$ cat src/rtl/pwm_capture.sv
// PWM capture: measures period, high time and integer duty percent of pwm_in.
// Optional glitch filter enabled by defining PWM_CAPTURE_FILTER_EN.
module pwm_capture #(
  parameter int WIDTH       = 12,
  parameter int SYNC_STAGES = 2,
  parameter int FILTER_LEN  = 4
) (
  input  logic             clk,
  input  logic             rst,
  input  logic             pwm_in,
  output logic [WIDTH-1:0] period,
  output logic [WIDTH-1:0] high_time,
  output logic [6:0]       duty,
  output logic             valid,
  output logic             timeout,
  output logic             busy
);

  localparam int NW  = WIDTH + 7;
  localparam int ITW = $clog2(NW + 1);
  localparam logic [WIDTH-1:0] CNT_MAX = '1;

  typedef enum logic {ARM, MEASURE} state_t;

  if (SYNC_STAGES < 2 || FILTER_LEN < 1) begin : g_param_check
    $error("pwm_capture: SYNC_STAGES must be >= 2 and FILTER_LEN >= 1");
  end

  function automatic logic [WIDTH-1:0] sat_inc(input logic [WIDTH-1:0] v);
    return (v == CNT_MAX) ? v : v + 1'b1;
  endfunction

  function automatic logic [6:0] trunc_duty(input logic [NW-1:0] q);
    return q[6:0];
  endfunction

  state_t            state_q, state_d;
  logic [SYNC_STAGES-1:0] sync_q;
  logic              s, lvl, lvl_d, rise, fall;
  logic [WIDTH-1:0]  cnt_q, hi_lat, den_q, hi_q;
  logic              start, tmo_evt, busy_q, last_it;
  logic [ITW-1:0]    it_q;
  logic [WIDTH:0]    rem_q, rem_nxt;
  logic [NW-1:0]     quo_q, quo_nxt;
  logic [WIDTH+1:0]  shifted, diff;
  logic              qbit;

  // Input synchronizer
  always_ff @(posedge clk) begin
    if (rst) sync_q <= '0;
    else     sync_q <= {sync_q[SYNC_STAGES-2:0], pwm_in};
  end
  assign s = sync_q[SYNC_STAGES-1];

`ifdef PWM_CAPTURE_FILTER_EN
  localparam int FCW = $clog2(FILTER_LEN + 1);
  logic           f_q;
  logic [FCW-1:0] fcnt_q;

  // Glitch filter: level follows s only after FILTER_LEN stable cycles
  always_ff @(posedge clk) begin
    if (rst) begin
      f_q    <= 1'b0;
      fcnt_q <= '0;
    end else if (s != f_q) begin
      if (fcnt_q == FCW'(FILTER_LEN - 1)) begin
        f_q    <= s;
        fcnt_q <= '0;
      end else begin
        fcnt_q <= fcnt_q + 1'b1;
      end
    end else begin
      fcnt_q <= '0;
    end
  end
  assign lvl = f_q;
`else
  assign lvl = s;
`endif

  // Edge detect and interval counter
  always_ff @(posedge clk) begin
    if (rst) begin
      lvl_d   <= 1'b0;
      cnt_q   <= '0;
      state_q <= ARM;
    end else begin
      lvl_d   <= lvl;
      cnt_q   <= rise ? WIDTH'(1) : sat_inc(cnt_q);
      state_q <= state_d;
    end
  end
  assign rise = lvl & ~lvl_d;
  assign fall = ~lvl & lvl_d;

  always_comb begin
    state_d = state_q;
    start   = 1'b0;
    tmo_evt = 1'b0;
    case (state_q)
      ARM: if (rise) state_d = MEASURE;
      MEASURE: begin
        if (rise) begin
          start = ~busy_q;
        end else if (cnt_q == CNT_MAX) begin
          tmo_evt = 1'b1;
          state_d = ARM;
        end
      end
      default: state_d = ARM;
    endcase
  end

  // High-time latch; a rise always opens a fresh high interval
  always_ff @(posedge clk) begin
    if (rise)                              hi_lat <= '0;
    else if (state_q == MEASURE && fall)   hi_lat <= cnt_q;
  end

  // Restoring divider step: rem is always below den, so the top bit of shifted stays 0
  assign shifted = {rem_q, quo_q[NW-1]};
  assign diff    = shifted - {2'b00, den_q};
  assign qbit    = ~diff[WIDTH+1];
  assign rem_nxt = qbit ? diff[WIDTH:0] : shifted[WIDTH:0];
  assign quo_nxt = {quo_q[NW-2:0], qbit};
  assign last_it = busy_q && (it_q == ITW'(1));

  always_ff @(posedge clk) begin
    if (rst) begin
      busy_q <= 1'b0;
      it_q   <= '0;
    end else if (start) begin
      busy_q <= 1'b1;
      it_q   <= ITW'(NW);
    end else if (busy_q) begin
      it_q   <= it_q - 1'b1;
      busy_q <= ~last_it;
    end
  end

  always_ff @(posedge clk) begin
    if (start) begin
      rem_q <= '0;
      quo_q <= NW'(hi_lat) * NW'(100);
      den_q <= cnt_q;
      hi_q  <= hi_lat;
    end else if (busy_q) begin
      rem_q <= rem_nxt;
      quo_q <= quo_nxt;
    end
  end

  // Result registers
  always_ff @(posedge clk) begin
    if (rst) begin
      period    <= '0;
      high_time <= '0;
      duty      <= '0;
      valid     <= 1'b0;
      timeout   <= 1'b0;
    end else begin
      valid <= 1'b0;
      if (last_it) begin
        period    <= den_q;
        high_time <= hi_q;
        duty      <= trunc_duty(quo_nxt);
        valid     <= 1'b1;
        timeout   <= 1'b0;
      end else if (tmo_evt) begin
        period    <= '0;
        high_time <= '0;
        duty      <= lvl ? 7'd100 : 7'd0;
        valid     <= 1'b1;
        timeout   <= 1'b1;
      end
    end
  end

  assign busy = busy_q;

endmodule

$ cat config.mk
export PLATFORM = sky130hd
export DESIGN_NAME = pwm_capture
export DESIGN_NICKNAME = d
export VERILOG_FILES = /design/src/rtl/pwm_capture.sv
export SDC_FILE = /design/constraint.sdc
export NUM_CORES = 1
export LEC_CHECK = 0
export ABC_AREA = 0
export CAP_MARGIN = 10
export CELL_PAD_IN_SITES_DETAIL_PLACEMENT = 1
export CELL_PAD_IN_SITES_GLOBAL_PLACEMENT = 2
export CORE_ASPECT_RATIO = 1.2
export CORE_UTILIZATION = 38
export CTS_CLUSTER_SIZE = 30
export DETAILED_ROUTE_END_ITERATION = 12
export DONT_BUFFER_PORTS = 1
export PLACE_DENSITY_LB_ADDON = 0.25
export SETUP_SLACK_MARGIN = 0.2
export SYNTH_ARGS = -nofsm -noshare
export SYNTH_HDL_FRONTEND = slang
export SYNTH_SLANG_ARGS = --single-unit
$ cat constraint.sdc
create_clock -name clk -period 3.1 [get_ports clk]
set_input_delay 0.31 -clock clk [delete_from_list [all_inputs] [get_ports clk]]
set_output_delay 0.31 -clock clk [all_outputs]
set_load 0.1 [all_outputs]
* Word level (Yosys, flattened, before mapping)
Cells that the tools add are included.
** Cells by class
- Add/sub/neg operators :: 3
- Multiply operators :: 1
- Equality and inequality tests :: 3
- Muxes and demuxes :: 26
- Bitwise logic cells :: 8
- Reductions and logical operators :: 7
** Operator list (number)
- 19-bit two-way mux :: 2
- 12-bit two-way mux :: 3
- 7-bit two-way mux :: 3
- 12-bit by 5-bit multiplier with 17-bit output, second input constant :: 1
- 1-bit two-way mux :: 14
- 14-bit by 12-bit subtractor with 14-bit output :: 1
- 13-bit two-way mux :: 1
- 12-bit by 1-bit adder with 12-bit output, second input constant :: 1
- 12-bit == test, second input constant :: 1
- 5-bit two-way mux :: 2
- 1-bit NOT :: 6
- 2-bit OR reduction :: 3
- 5-bit by 1-bit == test with 1-bit output, second input constant :: 1
- 5-bit by 1-bit subtractor with 5-bit output, second input constant :: 1
- 2-bit nonzero test :: 2
- 1-bit bitwise AND :: 2
- 1-bit logical AND :: 2
- 2-bit != test, second input constant :: 1
- 1-bit case mux with 2 select lines :: 1
** Storage, ports and cells
- Register bits after elaboration :: 123
- Input bits :: 3
- Logic and storage cells :: 67

* Logic depth before layout (Yosys ltp)
Gate-level depths: netlist of run 1.
- Word-level depth :: 6
- Depth in mapped cells :: 13
- Mapped depth without buffers :: 13

* Worst setup path before layout of run 1
OpenSTA, ideal clock, no wires.
- Kind :: register to register
- Start :: register hi_lat[3]
- End :: register quo_q[18] (data pin)
- Setup time :: 0.256 ns
- Data arrival time :: 2.983 ns
- Path slack :: -0.139 ns
- Stages on the path, launching flop included :: 12
- Path buffers :: 0
- Period minus slack after synthesis :: 3.239 ns
- Path through :: dfxtp_1 > ha_1 > ha_1 > fa_1 > ha_1 > a21oi_1 > o21ai_1 > a2111oi_2 > o31ai_1 > a21oi_1 > xnor2_1 > a22o_1
** Between the ends
- Longest elaborated chain between the ends :: 2
** RTL lines
- start: declaration :: RTL line 40 : logic [WIDTH-1:0] cnt_q, hi_lat, den_q, hi_q;
- start signal: assignment :: RTL line 117 : else if (state_q == MEASURE && fall) hi_lat <= cnt_q;
- 12-bit by 5-bit multiplier with 17-bit output :: RTL line 144 : quo_q <= NW'(hi_lat) * NW'(100);
- 19-bit two-way mux :: RTL line 142 : if (start) begin
- end signal: assignment :: RTL line 144
- end signal: assignment :: RTL line 149 : quo_q <= quo_nxt;
- end: declaration :: RTL line 44 : logic [NW-1:0] quo_q, quo_nxt;
Every way passes these cells.
A chain may end at the register's enable or synchronous reset.

* Worst setup path in the final report of run 1
- Start :: register hi_lat[5]
- End :: register quo_q[16] (data pin)
Same word-level chain as after synthesis.

==> results.yml, run 1 <==
yosys:
  syn_inst: 612
  ys_seq_area_share_pct: 45.6
  ys_types: 54
  ys_top_cells_by_count: "82 x dfxtp_1, 56 x ha_1, 51 x nor2_1"
  yosys_warnings: 0
  synth-edff-count: 41
  yosysTopAreaCell: "dfxtp_1"
  synth_top_area_share_pct: 26.0
  avgSynthCellArea_um2: 10.3
  ys_ff_latch: 123
  syn_area_mm2: 0.00631
  synth_most_common_cell: "dfxtp_1"
  synth_top_flop_cell: "dfxtp_1"
  syn_nets: 679
  yosys-top-cells-area: "dfxtp_1 26%, edfxtp_1 20%, ha_1 11%"
  async_flop_share_pct: 0
floorplanning:
  die_h_um: 143
  initial_core_util_pct: 38.9
  fp.dieW_um: 120
  die-area_mm2: 0.0171
  fp-row-count: 51
  ios: 37
  coreArea_mm2: 0.0162
worst_setup_path:
  crit_arrival_ns: 3.27
  timing.rr.start: "hi_lat[5]$_SDFFE_PP0P_"
  critPathRequiredTime_ns: 3.27
  crit_type: "flop to flop"
  path_max_fanout: 4
  crit_buf_inv: 3
  cp-start-kind: "flop"
  slowest_stage: "fa_1"
  slowest_delay_ns: 0.49
  regToRegSetupSlack_ns: 0.002
  r2r-end: "quo_q[16]$_DFFE_PP_"
  crit_path_end_kind: "flop"
  crit_chain: "ha_4 > ha_4 > inv_2 > fa_1 > inv_2 > ha_4 > o21ai_2 > inv_2 > a2111oi_4 > o21bai_1 > a21oi_1 > xnor2_1 > a22o_1"
  rr_worst_depth: 13
  path_delay_family: "adder cells"
power_and_ir_drop:
  p_clk_share_pct: 37.5
  switching_power_uw: 1490
  power.density_mw_per_mm2: 641
  p_seq_share_pct: 38.5
  p_leak_uw: 0.00305
  peakVddDrop_uv: 460
  total_power_uw: 4790
  comb_power_share_pct: 24.0
  switching_share_pct: 31.1
  p_int_uw: 3300
global_routing:
  grt_pass1_vias: 5034
  grt_antenna_before_repair: 0
  track_usage_pct: 21.0
  gr-total-overflow: 0
  grt_pass1_wl_mm: 27.2
  grt_max_degree: 45
cts:
  cts_sinks: 123
  cts_tree: "done"
  path_clk_slew_ns: 0.06
  clockRootBuffer: "clkbuf_16"
  cts_buffers: 17
  clockBufferDepth: 2
  clock_latency_ns: 0.42
  h-tree-depth: 4
sta:
  fmax_mhz: 323
  worstMarginPinSlew_ns: 1.09
  setup_tns_ns: 0
  fin_crit_ns: 3.10
  hold_viol_final: 0
  rsz0062_at_grt: "yes"
  setup_viol: 0
  clock_skew_ns: 0.00587
  maxSlewViolCount: 0
  slew_headroom_pct: 27.2
  fin_crit_sh_pct: 99.9
run_status:
  status: "finished clean"
layout:
  nNetsFinal: 695
  drive_above_1_share_pct: 16.8
  num_antenna_cells: 0
  final_core_util_pct: 46.1
  area_growth_pct: 18.6
placed_design:
  portBuffers: 0
  place_congestion: 0.887
  hpwl_mm: 11.8
hold_path:
  hp-start: "pwm_in"
  hold_end: "sync_q[0]$_SDFF_PP0_"
  hold-path-cell-count: 1
  min_path_type: "input pin to flop"
drt:
  wl_mm: 17.0
  via_per_inst: 5.56
  firstDrtPassIters: 4
  wl_per_cell_um: 20.0
  ant_nets: 0
  vias: 4745
  dr.first_iter.drc_count: 262
  drcViolationCount: 0
flow_run:
  maxCapViolations: 0
[worst max-delay path by stage]
| stage | from | to | cells after the start | slack, ns |
|---|---|---|---|---|
| finish | hi_lat[5]$_SDFFE_PP0P_ | quo_q[16]$_DFFE_PP_ | 13 | 0.002 |
| global route | hi_lat[5]$_SDFFE_PP0P_ | quo_q[16]$_DFFE_PP_ | 13 | -0.11 |
| CTS | hi_lat[2]$_SDFFE_PP0P_ | quo_q[16]$_DFFE_PP_ | 11 | -0.03 |
| detailed placement | hi_lat[5]$_SDFFE_PP0P_ | quo_q[18]$_DFFE_PP_ | 13 | -0.04 |
| global placement | hi_lat[6]$_SDFFE_PP0P_ | quo_q[18]$_DFFE_PP_ | 13 | -0.02 |
| floorplan | hi_lat[3]$_SDFFE_PP0P_ | quo_q[17]$_DFFE_PP_ | 11 | 0.14 |
[power groups by stage]
stage,sequential (uW),clock [uW],combinational (uW)
5_1_grt,1850,1900,1260
2_1_floorplan,1840,0,949
3_3_place_gp,1870,0,1090
6_report,1840,1800,1150
3_5_place_dp,1880,0,1120
4_1_cts,1840,1830,1160
[layer usage]
| metal | track usage (%) | vias up | part of all wire, % |
|---|---|---|---|
| li1 | - | 2259 | - |
| met1 | 22.9 | 2399 | 41 |
| met2 | 39.6 | 64 | 54 |
| met3 | 5.19 | 23 | 3.1 |
| met4 | 6.38 | 0 | 1.7 |
| met5 | 0 | - | 0 |
[what timing repair did]
item                                    CTS  global route
hold buffers                              1             0
gates resized for setup                  22             3
setup buffers                             1             3
hold endpoints to repair                 44             0
endpoints found under the setup margin    6             6
pin swaps                                19            17
[logic make-up (layout without fill, tap and decap cells)]
kind of cell	Yosys count	after routing	synth area share, %
buffers and inverters	82	111	5.54
adders and majority gates	64	64	13.7
and+or+nand+nor	152	152	11.5
AOI/OAI and AO/OA	157	157	18.7
DFF	123	123	45.6
xor gates and xnor gates	32	32	4.74
muxes	2	2	0.317
[registers in the layout, indices dropped and copies added, names as in the netlist]
| signal | count |
|---|---|
| quo_q | 19 |
| rem_q | 13 |
| cnt_q | 12 |
| den_q | 12 |
| hi_lat | 12 |
| hi_q | 12 |
| high_time | 12 |
| period | 12 |
| duty | 7 |
| it_q | 5 |
| sync_q | 2 |
| busy | 1 |
| lvl_d | 1 |
| state_q | 1 |
| timeout | 1 |
| valid | 1 |
[metrics by stage]
step / std cells / setup slack [ns] / hold WS [ns] / instance area [um2]
CTS: 850 / -0.0260 / 0.0362 / 7430
global placement: 816 / -0.0213 / 0.386 / 6760
detailed placement: 816 / -0.0406 / 0.390 / 6760
floorplan: 612 / 0.136 / 0.406 / 6450
finish: 853 / 0.00179 / 0.0509 / 7480
global route: 853 / -0.112 / 0.0361 / 7480
[worst register-to-register path, stage by stage, from the launching register on]
cell,delay [ns]
dfxtp_4,0.37
ha_4,0.25
ha_4,0.25
inv_2,0.03
fa_1,0.49
inv_2,0.05
ha_4,0.21
o21ai_2,0.13
inv_2,0.08
a2111oi_4,0.44
o21bai_1,0.11
a21oi_1,0.17
xnor2_1,0.09
a22o_1,0.17
[cell type report]
class,instances,area [um2]
inverter,50,190
clock inverter,8,45.0
fill,1784,8730
multi-input combinational,407,3360
sequential,123,2890
tap,212,265
timing repair buffer,29,243
clock buffer,24,483
[cell usage in the layout (no fill, tap or decap), types with 3 or more instances in the layout]
cell type / instances
clkbuf_1: 5
o2111ai_1: 3
a31oi_1: 7
o21ai_0: 6
ha_4: 15
a22o_1: 44
o21a_1: 3
fa_1: 7
inv_2: 6
a21o_1: 9
clkbuf_16: 18
nor2b_1: 6
clkinv_2: 6
nand3_1: 14
nor3_1: 10
buf_4: 27
nand2b_1: 5
nand2_1: 40
or3_1: 3
nand4_1: 6
and3_1: 4
edfxtp_1: 41
a21oi_1: 25
o211ai_1: 10
xor2_1: 13
inv_1: 43
dfxtp_4: 3
a22oi_1: 26
ha_1: 41
nor2_1: 49
dfxtp_1: 75
xnor2_1: 17
dfxtp_2: 4
Power figures use the tool's default switching activity.
==> run 2, diff against run 1 <==
Settings changed: CORE_UTILIZATION 38 to 39, CTS_BUF_LIST from default to sky130_fd_sc_hd__clkbuf_2.
==> run 2 against run 1 <==
Against the previous run: total power down 13%; sequential power is essentially flat; combinational power about the same; first-iteration DRC count shrank 35%; final cell count grew 0.59%; sequential share of layout area rose by 0.67 points; utilization grew 0.82 points; clock skew up 0.026 ns; critical path type unchanged; critical endpoint is now quo_q[14]$_DFFE_PP_; largest cell class unchanged; highest routed layer unchanged.
==> results.yml, run 2 (synthesis gave the netlist of run 1 again) <==
run_status:
  status: "finished clean"
cts:
  path_clk_slew_ns: 0.20
  clockBufferDepth: 2
  cts_sinks: 123
  cts_buffers: 17
  h-tree-depth: 4
  clockRootBuffer: "clkbuf_2"
  cts_tree: "done"
  clock_latency_ns: 0.69
layout:
  area_growth_pct: 16.9
  layout.cells.non_filler: 858
  largest_reg_flops: 19
  nNetsFinal: 703
  finalInstanceArea_mm2: 0.00737
  final_common_cell: "dfxtp_1"
  final_core_util_pct: 46.9
  drive_above_1_share_pct: 20.0
  final_cell_mix: "72 x dfxtp_1, 48 x nor2_1, 44 x a22o_1"
  regMostFlops: "quo_q"
  reg_top3: "quo_q (19), rem_q (13)"
hold_path:
  min_path_type: "input pin to flop"
worst_setup_path:
  crit_type: "flop to flop"
  cp-start-kind: "flop"
  crit_arrival_ns: 3.51
  path_max_fanout: 4
  crit_path_end_kind: "flop"
  critPathRequiredTime_ns: 3.56
sta:
  worstMarginPinSlew_ns: 1.12
  clock_skew_ns: 0.0321
  slew_headroom_pct: 25.3
  fin_crit_ns: 3.05
  rsz0062_at_grt: "yes"
  fin_crit_sh_pct: 98.2
  maxSlewViolCount: 0
  hold_viol_final: 0
  setup_viol: 0
  whs_ns: 0.266
  fmax_mhz: 328
placed_design:
  place_congestion: 0.809
  placed_area_mm2: 0.00670
  portBuffers: 0
  placed_cells: 807
  hpwl_mm: 11.5
power_and_ir_drop:
  switching_share_pct: 33.6
  p_int_uw: 2780
  comb_power_share_pct: 28.1
  power.density_mw_per_mm2: 568
  p_seq_share_pct: 43.8
  p_clk_share_pct: 28.1
  p_leak_uw: 0.00300
  peakVddDrop_uv: 300
  switching_power_uw: 1410
floorplanning:
  fp-row-count: 50
  die-area_mm2: 0.0167
  die_h_um: 141
  coreArea_mm2: 0.0157
  initial_core_util_pct: 40.2
  ios: 37
  fp.dieW_um: 118
flow_run:
  maxCapViolations: 0
global_routing:
  grt_pass1_wl_mm: 26.0
  grt_antenna_before_repair: 1
  gr-total-overflow: 0
  grt_max_degree: 46
  grt_pass1_vias: 4911
  track_usage_pct: 20.2
drt:
  dr.first_iter.drc_count: 170
  wl_per_cell_um: 19.2
  drcViolationCount: 0
  firstDrtPassIters: 5
  via_per_inst: 5.54
  vias: 4752
  ant_nets: 0
  wl_mm: 16.5
==> run 2: area by class of cell <==
class | count | area [um2]
tap | 208 | 260
inverter | 50 | 190
clock buffer | 17 | 85.1
timing repair buffer | 37 | 303
antenna | 1 | 2.50
fill | 1694 | 8330
multi-input combinational | 407 | 3430
clock inverter | 15 | 199
sequential | 123 | 2900
==> run 2: timing repair <==
action	CTS	global route
gates resized for setup	21	21
hold endpoints to repair	45	0
pin swaps	18	14
hold buffers	3	0
setup buffers	9	6
endpoints found under the setup margin	6	7
==> run 2: final timing paths <==
check	startpoint	end	slack, ns	depth (start not counted)
hold reg to reg	sync_q[0]$_SDFF_PP0_	sync_q[1]$_SDFF_PP0_	0.47	1
setup / recovery	hi_lat[5]$_SDFFE_PP0P_	quo_q[14]$_DFFE_PP_	0.05	13
setup reg to reg	hi_lat[5]$_SDFFE_PP0P_	quo_q[14]$_DFFE_PP_	0.05	13
hold / removal	pwm_in	sync_q[0]$_SDFF_PP0_	0.27	2
==> run 2: critical path, cell delays in order, from the launching register on <==
cell and delay (ns):
dfxtp_4 0.41, ha_4 0.25, ha_4 0.25, inv_2 0.03, fa_1 0.50, inv_2 0.05
ha_4 0.19, nor2_4 0.13, o21ai_4 0.08, a2111oi_4 0.41, buf_4 0.18, nor2_2 0.03
xor2_1 0.15, a22o_1 0.19
==> run 2: per-layer routing <==
metal,GRT usage (%),share of wire (%),vias up
met5,0,0,-
met4,7.96,1.5,0
met3,4.46,2.9,16
met2,36.9,55,63
met1,22.7,41,2398
li1,-,-,2275
==> run 2: power by group through the flow <==
stage / combinational [uW] / sequential [uW] / clock, uW
2_1_floorplan: 949 / 1840 / 0
3_3_place_gp: 1130 / 1870 / 0
3_5_place_dp: 1160 / 1870 / 0
4_1_cts: 1180 / 1830 / 1210
5_1_grt: 1290 / 1850 / 1280
6_report: 1180 / 1830 / 1180
==> run 2: through the flow <==
step	setup WS (ns)	setup TNS, ns	power (uW)
floorplan	0.136	0	2790
global placement	0.0586	0	2990
detailed placement	-0.00345	-0.00345	3030
CTS	0.0603	0	4220
global route	-0.0637	-0.306	4420
finish	0.0548	0	4190
==> run 3, diff against run 2 <==
Settings changed: CORE_UTILIZATION 39 to 45, CTS_BUF_LIST sky130_fd_sc_hd__clkbuf_2 to default.
Clock period 3.1 ns to 3.7 ns, I/O delays scaled along.
==> run 3 against run 2 <==
Against the previous run: worst setup slack better by 0.28 ns; register-to-register slack improved by 0.28 ns; critical path depth decreased by 2; final cell count fell by 7.7%; global-route usage is 3.8 points higher; sequential cell count unchanged; clock skew shrank 0.024 ns; die area is 13% lower; clock power up 37%; sequential share of layout area rose by 1.5 points; critical path type unchanged.
==> results.yml, run 3 (synthesis gave the netlist of run 1 again) <==
run_status:
  status: "finished clean"
worst_setup_path:
  crit_buf_inv: 0
  crit_chain: "ha_1 > ha_1 > fa_1 > ha_1 > a211o_1 > o211ai_1 > a2bb2oi_1 > a211oi_2 > a21oi_1 > xor2_1 > a22o_1"
  path_delay_family: "adder cells"
  slowest_delay_ns: 0.47
  crit_arrival_ns: 3.53
  path_max_fanout: 6
  crit_top_cell: "ha_1"
  critPathRequiredTime_ns: 3.87
  cp-start-kind: "flop"
  crit_type: "flop to flop"
  slowest_stage: "fa_1"
  crit_path_end_kind: "flop"
  regToRegSetupSlack_ns: 0.34
flow_run:
  maxCapViolations: 0
placed_design:
  placed_cells: 760
  hpwl_mm: 11.3
  place_congestion: 0.848
  portBuffers: 0
global_routing:
  grt_antenna_before_repair: 0
  gr-total-overflow: 0
  grt_pass1_vias: 4982
  grt_max_degree: 46
  grt_pass1_wl_mm: 25.9
  track_usage_pct: 24.0
sta:
  setup_tns_ns: 0
  slew_headroom_pct: 29.3
  setup_viol: 0
  maxSlewViolCount: 0
  worstMarginPinSlew_ns: 1.06
  fin_crit_ns: 3.36
  fmax_mhz: 298
  rsz0062_at_grt: "no"
  clock_skew_ns: 0.00846
  hold_viol_final: 0
  fin_crit_sh_pct: 90.8
drt:
  wl_per_cell_um: 20.0
  firstDrtPassIters: 4
  vias: 4594
  wl_mm: 15.9
  via_per_inst: 5.80
  ant_nets: 0
  dr.first_iter.drc_count: 250
  drcViolationCount: 0
power_and_ir_drop:
  p_leak_uw: 0.00301
  peakVddDrop_uv: 637
  power.density_mw_per_mm2: 581
cts:
  cts_buffers: 17
  clockBufferDepth: 2
  hold_buffers: 0
  clockRootBuffer: "clkbuf_16"
  path_clk_slew_ns: 0.06
  cts_tree: "done"
  clock_latency_ns: 0.42
  cts_sinks: 123
  h-tree-depth: 4
floorplanning:
  fp-row-count: 47
  coreArea_mm2: 0.0138
  die_h_um: 132
  fp.dieW_um: 110
  die-area_mm2: 0.0145
  ios: 37
  initial_core_util_pct: 45.8
layout:
  nNetsFinal: 675
  largest_reg_flops: 19
  reg_top3: "quo_q (19), rem_q (13)"
  final_cell_mix: "75 x dfxtp_1, 56 x ha_1, 50 x inv_1, 50 x nor2_1, 44 x a22o_1"
  num_antenna_cells: 0
  regMostFlops: "quo_q"
  area_growth_pct: 12.0
  layout.cells.non_filler: 792
  final_common_cell: "dfxtp_1"
  drive_above_1_share_pct: 9.66
  nFillCells: 1503
hold_path:
  min_path_type: "input pin to flop"
[run 3: cell types whose count changed in the layout (fill, tap and decap cells not counted), moves of 5 or more]
| cell | before | now |
|---|---|---|
| buf_4 | 32 | 8 |
| ha_1 | 39 | 56 |
| clkbuf_16 | 0 | 18 |
| dfxtp_4 | 5 | 0 |
| inv_2 | 6 | 0 |
| ha_4 | 16 | 0 |
| inv_1 | 43 | 50 |
| clkinvlp_4 | 5 | 0 |
| clkbuf_2 | 17 | 0 |
[run 3: report_power, final]
part           total [uW]  switching [uW]  internal (uW)  leakage (uW)
combinational         949             552            396       0.00165
clock                1620             585           1030      0.000290
sequential           1540            72.5           1470       0.00107
total                4100            1210           2890       0.00301
[run 3: metal layers]
layer | share of wire, % | GRT usage [%] | up-vias | wire [um]
met3 | 2.9 | 5.56 | 25 | 456
li1 | - | - | 2215 | -
met5 | 0 | 0 | - | 0
met4 | 2.5 | 10.9 | 0 | 393
met1 | 40 | 26.1 | 2299 | 6290
met2 | 55 | 43.0 | 55 | 8710
[run 3: layout make-up]
type                            count  area [um2]  share of cell area (%)
Clock buffer                       26         520                    7.37
Timing Repair Buffer                9        80.1                    1.13
Tap cell                          171         214                    3.03
Clock inverter                      6        56.3                   0.797
Sequential cell                   123        2880                    40.8
Multi-Input combinational cell    407        3120                    44.2
Inverter                           50         188                    2.66
[run 3: worst reg2reg max path, delay by kind of cell, from the launching register on]
family / cells / cell delay (ns)
AO/OA/AOI/OAI: 6 / 1.26
XOR/XNOR: 1 / 0.15
adder cells (fa/ha/maj): 4 / 1.35
flip-flops: 1 / 0.35
[run 3: worst paths after layout]
| path | end | depth (start not counted) | startpoint |
|---|---|---|---|
| max | quo_q[17]$_DFFE_PP_ | 11 | hi_lat[2]$_SDFFE_PP0P_ |
| min | it_q[4]$_SDFFE_PP0P_ | 1 | rst |
| max reg2reg | quo_q[17]$_DFFE_PP_ | 11 | hi_lat[2]$_SDFFE_PP0P_ |
| min reg2reg | sync_q[1]$_SDFF_PP0_ | 1 | sync_q[0]$_SDFF_PP0_ |
[run 3: stage by stage]
step	setup WS, ns	hold WS (ns)	utilization (%)	area [um2]	total power (uW)
after floorplan	0.461	0.406	-	6310	2340
after global placement	0.189	0.421	46.9	6450	2480
after detailed placement	0.116	0.435	46.9	6450	2510
after CTS	0.199	0.000479	51.2	7040	4140
after global routing	0.205	0.00243	51.3	7060	4290
final	0.339	0.0199	51.3	7060	4100
[run 3: repair_timing]
action,4_1_cts,5_1_grt
endpoints found under the setup margin,3,3
pin swaps,0,5
buffers inserted,0,0
resized for setup,2,10
